`src/rtl/fetch_pkg.sv`:
```
// Shared definitions for the instruction fetch sequencer: 3-bit FSM state
// encoding and the halt opcode fill value.
package fetch_pkg;

    typedef enum logic [2:0] {
        ST_IDLE    = 3'd0,
        ST_FETCH   = 3'd1,
        ST_CAPTURE = 3'd2,
        ST_ISSUE   = 3'd3,
        ST_EXEC    = 3'd4,
        ST_HALT    = 3'd5
    } fetch_state_e;

    // The halt opcode is the instruction word with every bit set, at any INSTR_W.
    localparam logic HALT_OPCODE_FILL = 1'b1;

    localparam int RETIRED_W = 16;

endpackage

```
`src/rtl/retire_counter.sv`:
```
// Free-running retired-instruction counter with enable and synchronous reset;
// wraps from all ones back to zero.
module retire_counter #(
    parameter int WIDTH = 16
) (
    input  logic             clk,
    input  logic             reset,
    input  logic             en,
    output logic [WIDTH-1:0] count
);

    // Count register: clear on reset, advance by one on each enable.
    always_ff @(posedge clk) begin
        if (reset) begin
            count <= {WIDTH{1'b0}};
        end else if (en) begin
            count <= count + {{(WIDTH-1){1'b0}}, 1'b1};
        end else begin
            count <= count;
        end
    end

endmodule

```
`src/rtl/fetch_sequencer.sv`:
```
// Fetch/issue/execute sequencer for a single-issue core.
// Optional feature macro HALT_INSTR_EN: an all-ones instruction parks the FSM in HALT.
module fetch_sequencer
    import fetch_pkg::*;
#(
    parameter int ADDR_W  = 8,
    parameter int INSTR_W = 16
) (
    input  logic                 clk,
    input  logic                 reset,
    input  logic                 start,
    input  logic                 stop,
    input  logic [ADDR_W-1:0]    pc_q,
    output logic [ADDR_W-1:0]    mem_addr,
    input  logic [INSTR_W-1:0]   mem_data,
    output logic                 en_pc,
    output logic [INSTR_W-1:0]   instr,
    output logic                 instr_valid,
    input  logic                 instr_ready,
    input  logic                 alu_done,
    output logic                 busy,
    output logic [RETIRED_W-1:0] retired
);

    fetch_state_e state_r;
    fetch_state_e state_next_s;
    logic         exec_done_s;

    assign mem_addr = pc_q;

    // Completion strobe: only alu_done seen while in EXEC counts, and reset wins.
    assign exec_done_s = (state_r == ST_EXEC) && alu_done && !reset;

    assign en_pc       = exec_done_s;
    assign instr_valid = (state_r == ST_ISSUE);
    assign busy        = (state_r != ST_IDLE) && (state_r != ST_HALT);

    // State register.
    always_ff @(posedge clk) begin
        if (reset) begin
            state_r <= ST_IDLE;
        end else begin
            state_r <= state_next_s;
        end
    end

    // Instruction register: latched once per instruction, held through ISSUE/EXEC.
    always_ff @(posedge clk) begin
        if (reset) begin
            instr <= {INSTR_W{1'b0}};
        end else if (state_r == ST_CAPTURE) begin
            instr <= mem_data;
        end else begin
            instr <= instr;
        end
    end

    // Next-state logic.
    always_comb begin
        state_next_s = state_r;
        case (state_r)
            ST_IDLE: begin
                if (start) begin
                    state_next_s = ST_FETCH;
                end else begin
                    state_next_s = ST_IDLE;
                end
            end
            ST_FETCH: begin
                state_next_s = ST_CAPTURE;
            end
            ST_CAPTURE: begin
`ifdef HALT_INSTR_EN
                if (mem_data == {INSTR_W{HALT_OPCODE_FILL}}) begin
                    state_next_s = ST_HALT;
                end else begin
                    state_next_s = ST_ISSUE;
                end
`else
                state_next_s = ST_ISSUE;
`endif
            end
            ST_ISSUE: begin
                // A coincident alu_done here is deliberately not carried into EXEC.
                if (instr_ready) begin
                    state_next_s = ST_EXEC;
                end else begin
                    state_next_s = ST_ISSUE;
                end
            end
            ST_EXEC: begin
                if (alu_done) begin
                    if (stop) begin
                        state_next_s = ST_IDLE;
                    end else begin
                        state_next_s = ST_FETCH;
                    end
                end else begin
                    state_next_s = ST_EXEC;
                end
            end
            ST_HALT: begin
                state_next_s = ST_HALT;
            end
            default: begin
                state_next_s = ST_IDLE;
            end
        endcase
    end

    retire_counter #(
        .WIDTH (RETIRED_W)
    ) u_retire_counter (
        .clk   (clk),
        .reset (reset),
        .en    (exec_done_s),
        .count (retired)
    );

endmodule

```
`config.mk`:
```
export PLATFORM = sky130hd
export DESIGN_NAME = fetch_sequencer
export DESIGN_NICKNAME = d
export VERILOG_FILES = /design/src/rtl/fetch_pkg.sv /design/src/rtl/retire_counter.sv /design/src/rtl/fetch_sequencer.sv
export SDC_FILE = /design/constraint.sdc
export NUM_CORES = 1
export LEC_CHECK = 0
export BUFFER_PORTS_ARGS = -buffer_cell sky130_fd_sc_hd__buf_2
export CORE_AREA = 2 2 67 69
export CTS_CLUSTER_SIZE = 12
export DETAILED_ROUTE_END_ITERATION = 10
export DIE_AREA = 0 0 69 71
export PLACE_DENSITY = 0.68
export SLEW_MARGIN = 20
export SYNTH_ARGS = -nofsm -noshare
export SYNTH_HDL_FRONTEND = slang
export SYNTH_HIERARCHICAL = 1
export SYNTH_SLANG_ARGS = --single-unit
```
`constraint.sdc`:
```
create_clock -name clk -period 3.09 [get_ports clk]
set_clock_uncertainty 0.2 [all_clocks]
set_input_delay 0.4635 -clock clk [delete_from_list [all_inputs] [get_ports clk]]
set_output_delay 0.4635 -clock clk [all_outputs]
set_load 0.01 [all_outputs]
```
==> results of run 1 <==
==> worst reg2reg max path: cells and delay by family, from the launching register on <==
| kind | cells | cell delay, ns |
|---|---|---|
| AO/OA/AOI/OAI | 1 | 0.15 |
| AND/OR/NAND/NOR | 5 | 1.16 |
| buffers and inverters | 1 | 0.18 |
| flip-flops | 1 | 0.47 |
==> cells by family (layout without fill, tap and decap cells) <==
family | count (synthesis) | count (layout)
mux | 3 | 3
compound gates | 27 | 27
fa+ha+maj | 1 | 1
xor+xnor | 11 | 11
buf+inv | 22 | 70
flops | 35 | 35
simple gates | 87 | 87
==> cell usage after synthesis (2+ instances only) <==
cell type / count / area (µm²)
nand3_1: 4 / 20.02
o21ai_0: 2 / 10.01
mux2_2: 2 / 22.52
or3b_1: 2 / 17.52
a21oi_1: 21 / 105.1
nand2b_1: 5 / 31.28
nor4_1: 3 / 18.77
nand2_2: 2 / 12.51
nand2_1: 36 / 135.1
xor2_1: 4 / 35.03
nor2_1: 18 / 67.56
inv_1: 4 / 15.01
buf_6: 2 / 22.52
nor3_1: 4 / 20.02
clkbuf_1: 5 / 18.77
or2_2: 2 / 12.51
xnor2_1: 7 / 61.31
dfxtp_1: 35 / 700.7
buf_4: 10 / 75.07
==> path summary, 6_finish.rpt <==
check / to / slack [ns] / from
setup / recovery: u_retire_counter/count[13] / 0.85 / state_r[2]
hold / removal: instr[8] / 0.21 / mem_data[8]
setup reg to reg: u_retire_counter/count[13] / 0.85 / state_r[2]
hold reg to reg: instr[13] / 0.25 / instr[13]
==> layout make-up <==
class,instances,area [µm²],share of cell area
Clock inverter,3,15.01,0.007828
Clock buffer,5,68.82,0.03588
Sequential cell,35,700.7,0.3653
Multi-Input combinational cell,129,758.2,0.3953
Tap cell,52,65.06,0.03392
Inverter,4,15.01,0.007828
Timing Repair Buffer,58,295.3,0.1539
==> sequential cells by signal, indices dropped and copies added (netlist names) <==
register	flops
state_r	3
instr	16
u_retire_counter/count	16
==> power by group <==
group          leakage, nW  internal [mW]  switching, mW
clock               0.0477          0.154          0.163
sequential           0.284          0.468         0.0143
combinational        0.521         0.0428         0.0524
==> stage by stage <==
step           total power [mW]    util
6_report                 0.8946  0.4563
5_1_grt                  0.9485  0.4563
4_1_cts                  0.9155  0.4563
3_5_place_dp             0.5895  0.4363
3_3_place_gp             0.5884  0.4363
2_1_floorplan            0.5728       -
==> layout by cell type (no fill, tap or decap), types with 3 or more instances in the layout <==
cell type,Yosys,final
buf_2,0,56
nand2_1,36,36
dfxtp_1,35,35
a21oi_1,21,21
nor2_1,18,18
xnor2_1,7,7
nand2b_1,5,5
clkbuf_8,0,5
nor3_1,4,4
nand3_1,4,4
inv_1,4,4
xor2_1,4,4
clkinv_2,0,3
nor4_1,3,3
==> metal layers <==
layer,part of all wire,up-vias
li1,-,702
met2,0.42,50
met5,0,-
met4,0.022,0
met1,0.47,577
met3,0.086,9
==> metrics, run 1 <==
CP Data Required Time 3.11 ns; RSZ-0062 raised after global routing false; Post-synth EDFFs 0; Crit Path Max Fanout 8; Worst path max stage delay 0.47 ns; # IOs 73; clk root buf clkbuf_8; first-pass GRT wire length 5561 µm; Layout Area Growth over Synthesis 19.49%; DP HPWL 2197 µm; Cell Area, Synth 1605 µm²; Place WS 0.8835 ns; clk_lat worst skew 0.29 ns; Starting DRT DRC Count 40; PD cells 466.4 nW/µm²; Starting Density 0.3818; Setup TNS 0 ns; First-pass DRT Iterations 4; Post-CTS Setup Inserts 0; H-tree depth 2; fin crit share 0.7234; status complete, no violations; Num CTS Buffers 5; drt wl/cell 11.05 µm; VDD IR max 0.0002543 V; CP top delay family simple AND/OR/NAND/NOR gates; Tot GR Track Use 0.1393; Async SR Flop Fraction 0; via count of the first global-routing pass 1,253; M2 GR Usage 0.2158; Die Ht 71 µm; Worst path depth 7; largest net degree at the start of global routing 39; endpoint class of the critical path flop; post-synthesis xor/xnor area fraction 0.06002; WP data arrival 2.25 ns; compound-gate portion of the synthesized area 0.09353; fin nets 264; Gate Count Post-Synth 186; syn_nets 217; met3 Usage GRT 0.04416; grt met1 use 0.1755; Netlist cell types 37; Synth warnings 6; crit path cell chain nand2b_1 -> nor3_1 -> buf_4 -> nand4_4 -> nor4_4 -> or3b_1 -> a21oi_1; fin area 1918 µm²; max-slew violation count 0; Area after DPL 1834 µm²; post-synthesis average cell area 8.631 µm²; ANT cells 0; clock sink count 35; hold depth 3; Vias 1,338; Slew headroom 0.5836; max_cap viols 0; DR DRC count 0; layout cells sized above 1 0.3333; Slew @ Worst Pin 0.6239 ns; PortBufs 56; post-synthesis mux area share 0.02027; crit path kind reg2reg; Post-Synth Adder-Cell Area 0.007794; placed cell count 278; Leak 0.8526 nW; RD Place Congestion 0.7354; Final Non-Filler Cells 286; clk slew on worst S/H paths 0.07 ns; Fin. Hold Viols 0; initial antenna violation count 0; worst hold path class in2reg; post_cts resized 0; Seq/Total Area, Yosys 0.4365; most used flip-flop cell after synthesis dfxtp_1; setup ws final 0.8546 ns; Die Area 4899 µm²; min cycle time layout 2.235 ns; Die Width 69 µm; main combinational cell family by area after synthesis simple AND/OR/NAND/NOR gates; slowest CP cell dfxtp_1; CORE AREA 4204 µm²; post-synthesis register bit count 35; total grt overflow 0; vias per cell 4.678; Post-Route WL 3159 µm; WP buf/inv 1; Setup violations, final 0; GRT busiest layer met2; number of fill cells 421; clock buffer depth 2; Post-DRT Antenna Nets 0; Max Clk Rate 447.3 MHz; Cell Rows 24; CTS tree done; worst reg2reg path depth 7; hold buffer count at CTS 0; final hold slack 0.2072 ns; element type at the critical path start flop; simple-gate share of the synthesized area 0.2907
Note: power is estimated with default switching activity, not from simulation.
==> run 2, diff against run 1 <==
Settings changed: PLACE_DENSITY 0.68 to 0.7.
Clock period 3.09 ns to 2 ns, I/O delays scaled along.
==> run 2 against run 1 <==
  * Utilization is 2.9 points higher
  * Cell count is 3.8% higher
  * First-iteration DRC count is 20% lower
  * Design area up 6.5%
  * Clock-buffer cell count is 2 higher
  * Highest routed layer unchanged
  * Combinational power increased by 83%
  * Largest cell class unchanged
  * Sequential power up 52%
  * Total power up 55%
==> metrics, run 2 (synthesis gave the netlist of run 1 again) <==
Largest regs instr (16), u_retire_counter/count (16), state_r (3); Worst R2R Setup Slack 0.16 ns (-0.70 ns); Post-CTS Setup Inserts 0 (unchanged); Starting Density 0.3818 (unchanged); clk_lat worst skew 0.28 ns (about the same); clk slew on worst S/H paths 0.07 ns (about the same); number of fill cells 415 (-1.4%); Worst path depth 6 (-1); Starting DRT DRC Count 32 (-20%); clock sink count 35 (unchanged); endpoint class of the critical path flop; drt wl/cell 11.25 µm (+1.8%); initial antenna violation count 0 (unchanged); placed cell count 289 (+4.0%); Die Ht 71 µm (unchanged); Critical R2R Capture u_retire_counter/count[13]; Leak 0.9142 nW (+7.2%); Setup violations, final 0 (unchanged); max-slew violation count 0 (unchanged); fin crit share 0.9203 (+0.1969); worst r2r src state_r[0]; Cell Rows 24 (unchanged); DR DRC count 0 (unchanged); # IOs 73 (unchanged); First-pass DRT Iterations 4 (unchanged); Area after DPL 1954 µm² (+6.5%); fin area 2042 µm² (+6.5%); Crit Path Max Fanout 5 (-3); RSZ-0062 raised after global routing false; Fin. Hold Viols 0 (unchanged); vias per cell 4.616 (-1.3%); Post-DRT Antenna Nets 0 (unchanged); PD cells 679.6 nW/µm² (+46%); via count of the first global-routing pass 1,218 (-2.8%); crit path cell chain nand2b_4 -> nor3_4 -> nand4_4 -> nor4_4 -> or3b_1 -> a21oi_1; H-tree depth 2 (unchanged); max_cap viols 0 (unchanged); Die Area 4899 µm² (unchanged); layout cells sized above 1 0.3796 (+0.04626); CORE AREA 4204 µm² (unchanged); hold buffer count at CTS 0 (unchanged); post_cts resized 0 (unchanged); worst hold path class in2reg; Slew @ Worst Pin 0.5795 ns (-0.04443 ns); Tot GR Track Use 0.1386 (-0.0006851); Layout Area Growth over Synthesis 27.20%; worst setup path startpoint state_r[0]; Num CTS Buffers 5 (unchanged); fin nets 275 (+4.2%); FF+latch area 700.7 µm² (unchanged); Vias 1,371 (+2.5%); largest net degree at the start of global routing 39 (unchanged); WP buf/inv 0 (-1); clk root buf clkbuf_8; WP data arrival 1.86 ns (-0.39 ns); commonest non-fill, non-tap cell in the layout buf_2; Max Clk Rate 543.3 MHz (+21%); Slew headroom 0.6137 (+0.03007); DP HPWL 2425 µm (+10%); element type at the critical path start flop; min cycle time layout 1.841 ns (-0.3947 ns); total grt overflow 0 (unchanged); status complete, no violations; Die Width 69 µm (unchanged); worst setup path endpoint u_retire_counter/count[13]; PortBufs 56 (unchanged); Worst path max stage delay 0.38 ns (-0.09 ns); commonest non-fill, non-tap cells in the layout 56 x buf_2, 36 x nand2_1, 35 x dfxtp_1; total power 1.388 mW (+55%); CTS tree done; multi-input logic area 802.0 µm² (+5.8%); post-route core utilization 0.4857 (+0.02946); ANT cells 0 (unchanged); crit path kind reg2reg; first-pass GRT wire length 5388 µm (-3.1%); CP Data Required Time 2.02 ns (-1.09 ns); slowest CP cell or3b_1; Final Non-Filler Cells 297 (+3.8%); clock buffer depth 2 (unchanged); worst reg2reg path depth 6 (-1); RD Place Congestion 0.6903 (-6.1%); Post-Route WL 3341 µm (+5.8%); CP top delay family simple AND/OR/NAND/NOR gates; VDD IR max 0.0003441 V (+35%)
==> run 2: where the power goes <==
part / internal, mW / switching (mW) / leakage, nW
logic: 0.0790 / 0.0954 / 0.588
clock network: 0.244 / 0.234 / 0.0422
registers: 0.723 / 0.0122 / 0.284
total: 1.05 / 0.342 / 0.914
==> run 2: area by class of cell <==
type,instances,area share
clock inverters,1,0.002451
well taps,52,0.03186
clock buffers,7,0.03738
inverters,4,0.007353
repair buffers,69,0.1850
flip-flops and latches,35,0.3431
multi-input cells,129,0.3928
==> run 2: worst min path at each step <==
| stage | cells after the start | slack (ns) | start | endpoint |
|---|---|---|---|---|
| 2_1_floorplan | 2 | 0.24 | mem_data[7] | instr[7] |
| 3_3_place_gp | 2 | 0.24 | instr[13] | instr[13] |
| 3_5_place_dp | 2 | 0.24 | instr[10] | instr[10] |
| 4_1_cts | 3 | 0.04 | mem_data[2] | instr[2] |
| 5_1_grt | 3 | 0.04 | mem_data[2] | instr[2] |
| 6_report | 3 | 0.06 | mem_data[2] | instr[2] |
==> run 2: tightest hold or removal path: stages <==
cell     delay, ns
buf_2         0.09
nand2_1       0.05
a21oi_1       0.05
==> run 2: layer usage <==
layer / wire length [µm] / vias to the layer above / share of wire / GRT usage
met3: 230 / 4 / 0.069 / 0.05840
met4: 29 / 0 / 0.0087 / 0.04793
met1: 1542 / 597 / 0.46 / 0.1673
li1: - / 724 / - / -
met5: 0 / - / 0 / 0
met2: 1538 / 46 / 0.46 / 0.2233
==> run 2: per-stage QoR <==
stage / setup TNS, ns / worst slack (ns) / hold slack [ns]
3_5_place_dp: 0 / 0.08256 / 0.2446
4_1_cts: 0 / 0.1151 / 0.04491
5_1_grt: 0 / 0.03461 / 0.04196
3_3_place_gp: 0 / 0.1239 / 0.2400
6_report: 0 / 0.1593 / 0.05551
2_1_floorplan: -0.1996 / -0.06366 / 0.2360
==> run 3, diff against run 2 <==
Settings changed: RECOVER_POWER from default to 50.
==> run 3 against run 2 <==
  * Non-clock buffer count did not move
  * Register-to-register slack barely moved
  * Sequential power is essentially flat
  * Maximum frequency barely moved
  * Critical path depth is the same
  * First-iteration DRC count rose by 31%
  * Clock-buffer cell count unchanged
  * Utilization fell by 1.0 points
  * Via count grew 0.80%
  * Critical endpoint unchanged
  * Highest routed layer unchanged
==> metrics, run 3 (synthesis gave the netlist of run 1 again) <==
status complete, no violations; min cycle time layout 1.841 ns (+0.0003110 ns); Vias 1,382 (+0.80%); Post-CTS Setup Inserts 0 (unchanged); Cell Rows 24 (unchanged); clk slew on worst S/H paths 0.07 ns (about the same); VDD IR max 0.0003440 V (about the same); worst setup path endpoint u_retire_counter/count[13]; Layout Area Growth over Synthesis 24.47%; Die Width 69 µm (unchanged); layout cells sized above 1 0.2612 (-0.1184); fin nets 275 (unchanged); Tot GR Track Use 0.1386 (unchanged); commonest non-fill, non-tap cells in the layout 36 x nand2_1, 35 x dfxtp_1, 31 x clkbuf_1; largest net degree at the start of global routing 39 (unchanged); PortBufs 56 (unchanged); worst setup path startpoint state_r[0]; Die Area 4899 µm² (unchanged); element type at the critical path start flop; total power 1.383 mW (-0.35%); endpoint class of the critical path flop; Slew headroom 0.6107 (-0.003024); RD Place Congestion 0.6903 (unchanged); Setup violations, final 0 (unchanged); first-pass GRT wire length 5388 µm (unchanged); worst reg2reg path depth 6 (unchanged); H-tree depth 2 (unchanged); Crit Path Max Fanout 5 (unchanged); placed cell count 289 (unchanged); Largest regs instr (16), u_retire_counter/count (16), state_r (3); WP buf/inv 0 (unchanged); Worst path depth 6 (unchanged); Worst path max stage delay 0.38 ns (about the same); CORE AREA 4204 µm² (unchanged); max-slew violation count 0 (unchanged); commonest non-fill, non-tap cell in the layout nand2_1; CP top delay family simple AND/OR/NAND/NOR gates; DR DRC count 0 (unchanged); initial antenna violation count 0 (unchanged); crit path cell chain nand2b_4 -> nor3_4 -> nand4_4 -> nor4_4 -> or3b_1 -> a21oi_1; ANT cells 0 (unchanged); Final Non-Filler Cells 297 (unchanged); First-pass DRT Iterations 4 (unchanged); Num CTS Buffers 5 (unchanged); crit path kind reg2reg; post_cts resized 0 (unchanged); hold buffer count at CTS 0 (unchanged); number of fill cells 430 (+3.6%); Post-Route WL 3368 µm (+0.81%); Starting Density 0.3818 (unchanged); via count of the first global-routing pass 1,218 (unchanged); Die Ht 71 µm (unchanged); # IOs 73 (unchanged); clock buffer depth 2 (unchanged); max_cap viols 0 (unchanged); fin area 1998 µm² (-2.1%); worst hold path class in2reg; drt wl/cell 11.34 µm (+0.81%); worst r2r src state_r[0]; WP data arrival 1.86 ns (about the same); post-route core utilization 0.4753 (-0.01042); Starting DRT DRC Count 42 (+31%); RSZ-0062 raised after global routing false; vias per cell 4.653 (+0.80%); Area after DPL 1954 µm² (unchanged); Critical R2R Capture u_retire_counter/count[13]; Max Clk Rate 543.2 MHz (about the same); CP Data Required Time 2.02 ns (about the same); Fin. Hold Viols 0 (unchanged); Post-DRT Antenna Nets 0 (unchanged); slowest CP cell or3b_1; Slew @ Worst Pin 0.5840 ns (+0.004536 ns); PD cells 692.0 nW/µm² (+1.8%); Worst R2R Setup Slack 0.16 ns (about the same); clock sink count 35 (unchanged); Setup TNS 0 ns (unchanged); fin crit share 0.9205 (about the same); CTS tree done; total grt overflow 0 (unchanged); DP HPWL 2425 µm (unchanged); clk root buf clkbuf_8; Leak 0.7896 nW (-14%); clk_lat worst skew 0.28 ns (about the same)
[run 3: cell count changes in the layout (fill, tap and decap cells not counted)]
cell | before | now
buf_4 | 13 | 10
buf_2 | 56 | 30
clkbuf_1 | 2 | 31
[run 3: how the worst min path moves through the flow]
stage               slack (ns)         to        start  depth (start not counted)
finish                    0.06   instr[2]  mem_data[2]                          3
floorplan                 0.24   instr[7]  mem_data[7]                          2
global placement          0.24  instr[13]    instr[13]                          2
CTS                       0.04   instr[2]  mem_data[2]                          3
global route              0.04   instr[2]  mem_data[2]                          3
detailed placement        0.24  instr[10]    instr[10]                          2
[run 3: per-stage QoR]
step           worst slack [ns]  hold slack (ns)
6_report                 0.1590          0.05541
5_1_grt                 0.03449          0.04196
4_1_cts                  0.1151          0.04491
3_5_place_dp            0.08256           0.2446
3_3_place_gp             0.1239           0.2400
2_1_floorplan          -0.06366           0.2360
[run 3: layout make-up]
type,instances,area (µm²),area share
Timing Repair Buffer,69,334.1,0.1672
Clock buffer,7,76.32,0.03820
Inverter,4,15.01,0.007514
Clock inverter,1,5.005,0.002505
Sequential cell,35,700.7,0.3507
Multi-Input combinational cell,129,802.0,0.4014
Tap cell,52,65.06,0.03256
[run 3: layer usage]
layer  part of all wire  up-vias  track usage
met5                  0        -            0
met4             0.0086        0      0.04793
met3              0.072        4      0.05840
met2               0.46       46       0.2233
met1               0.45      607       0.1673
li1                   -      725            -
[run 3: power by group]
group	internal [mW]	total (mW)	leakage, nW	switching (mW)
registers	0.723	0.736	0.284	0.0128
clock network	0.244	0.478	0.0422	0.234
logic	0.0732	0.169	0.464	0.0956
[run 3: tightest hold or removal path, cell delays in order]
cell	delay (ns)
buf_2	0.09
nand2_1	0.05
a21oi_1	0.05
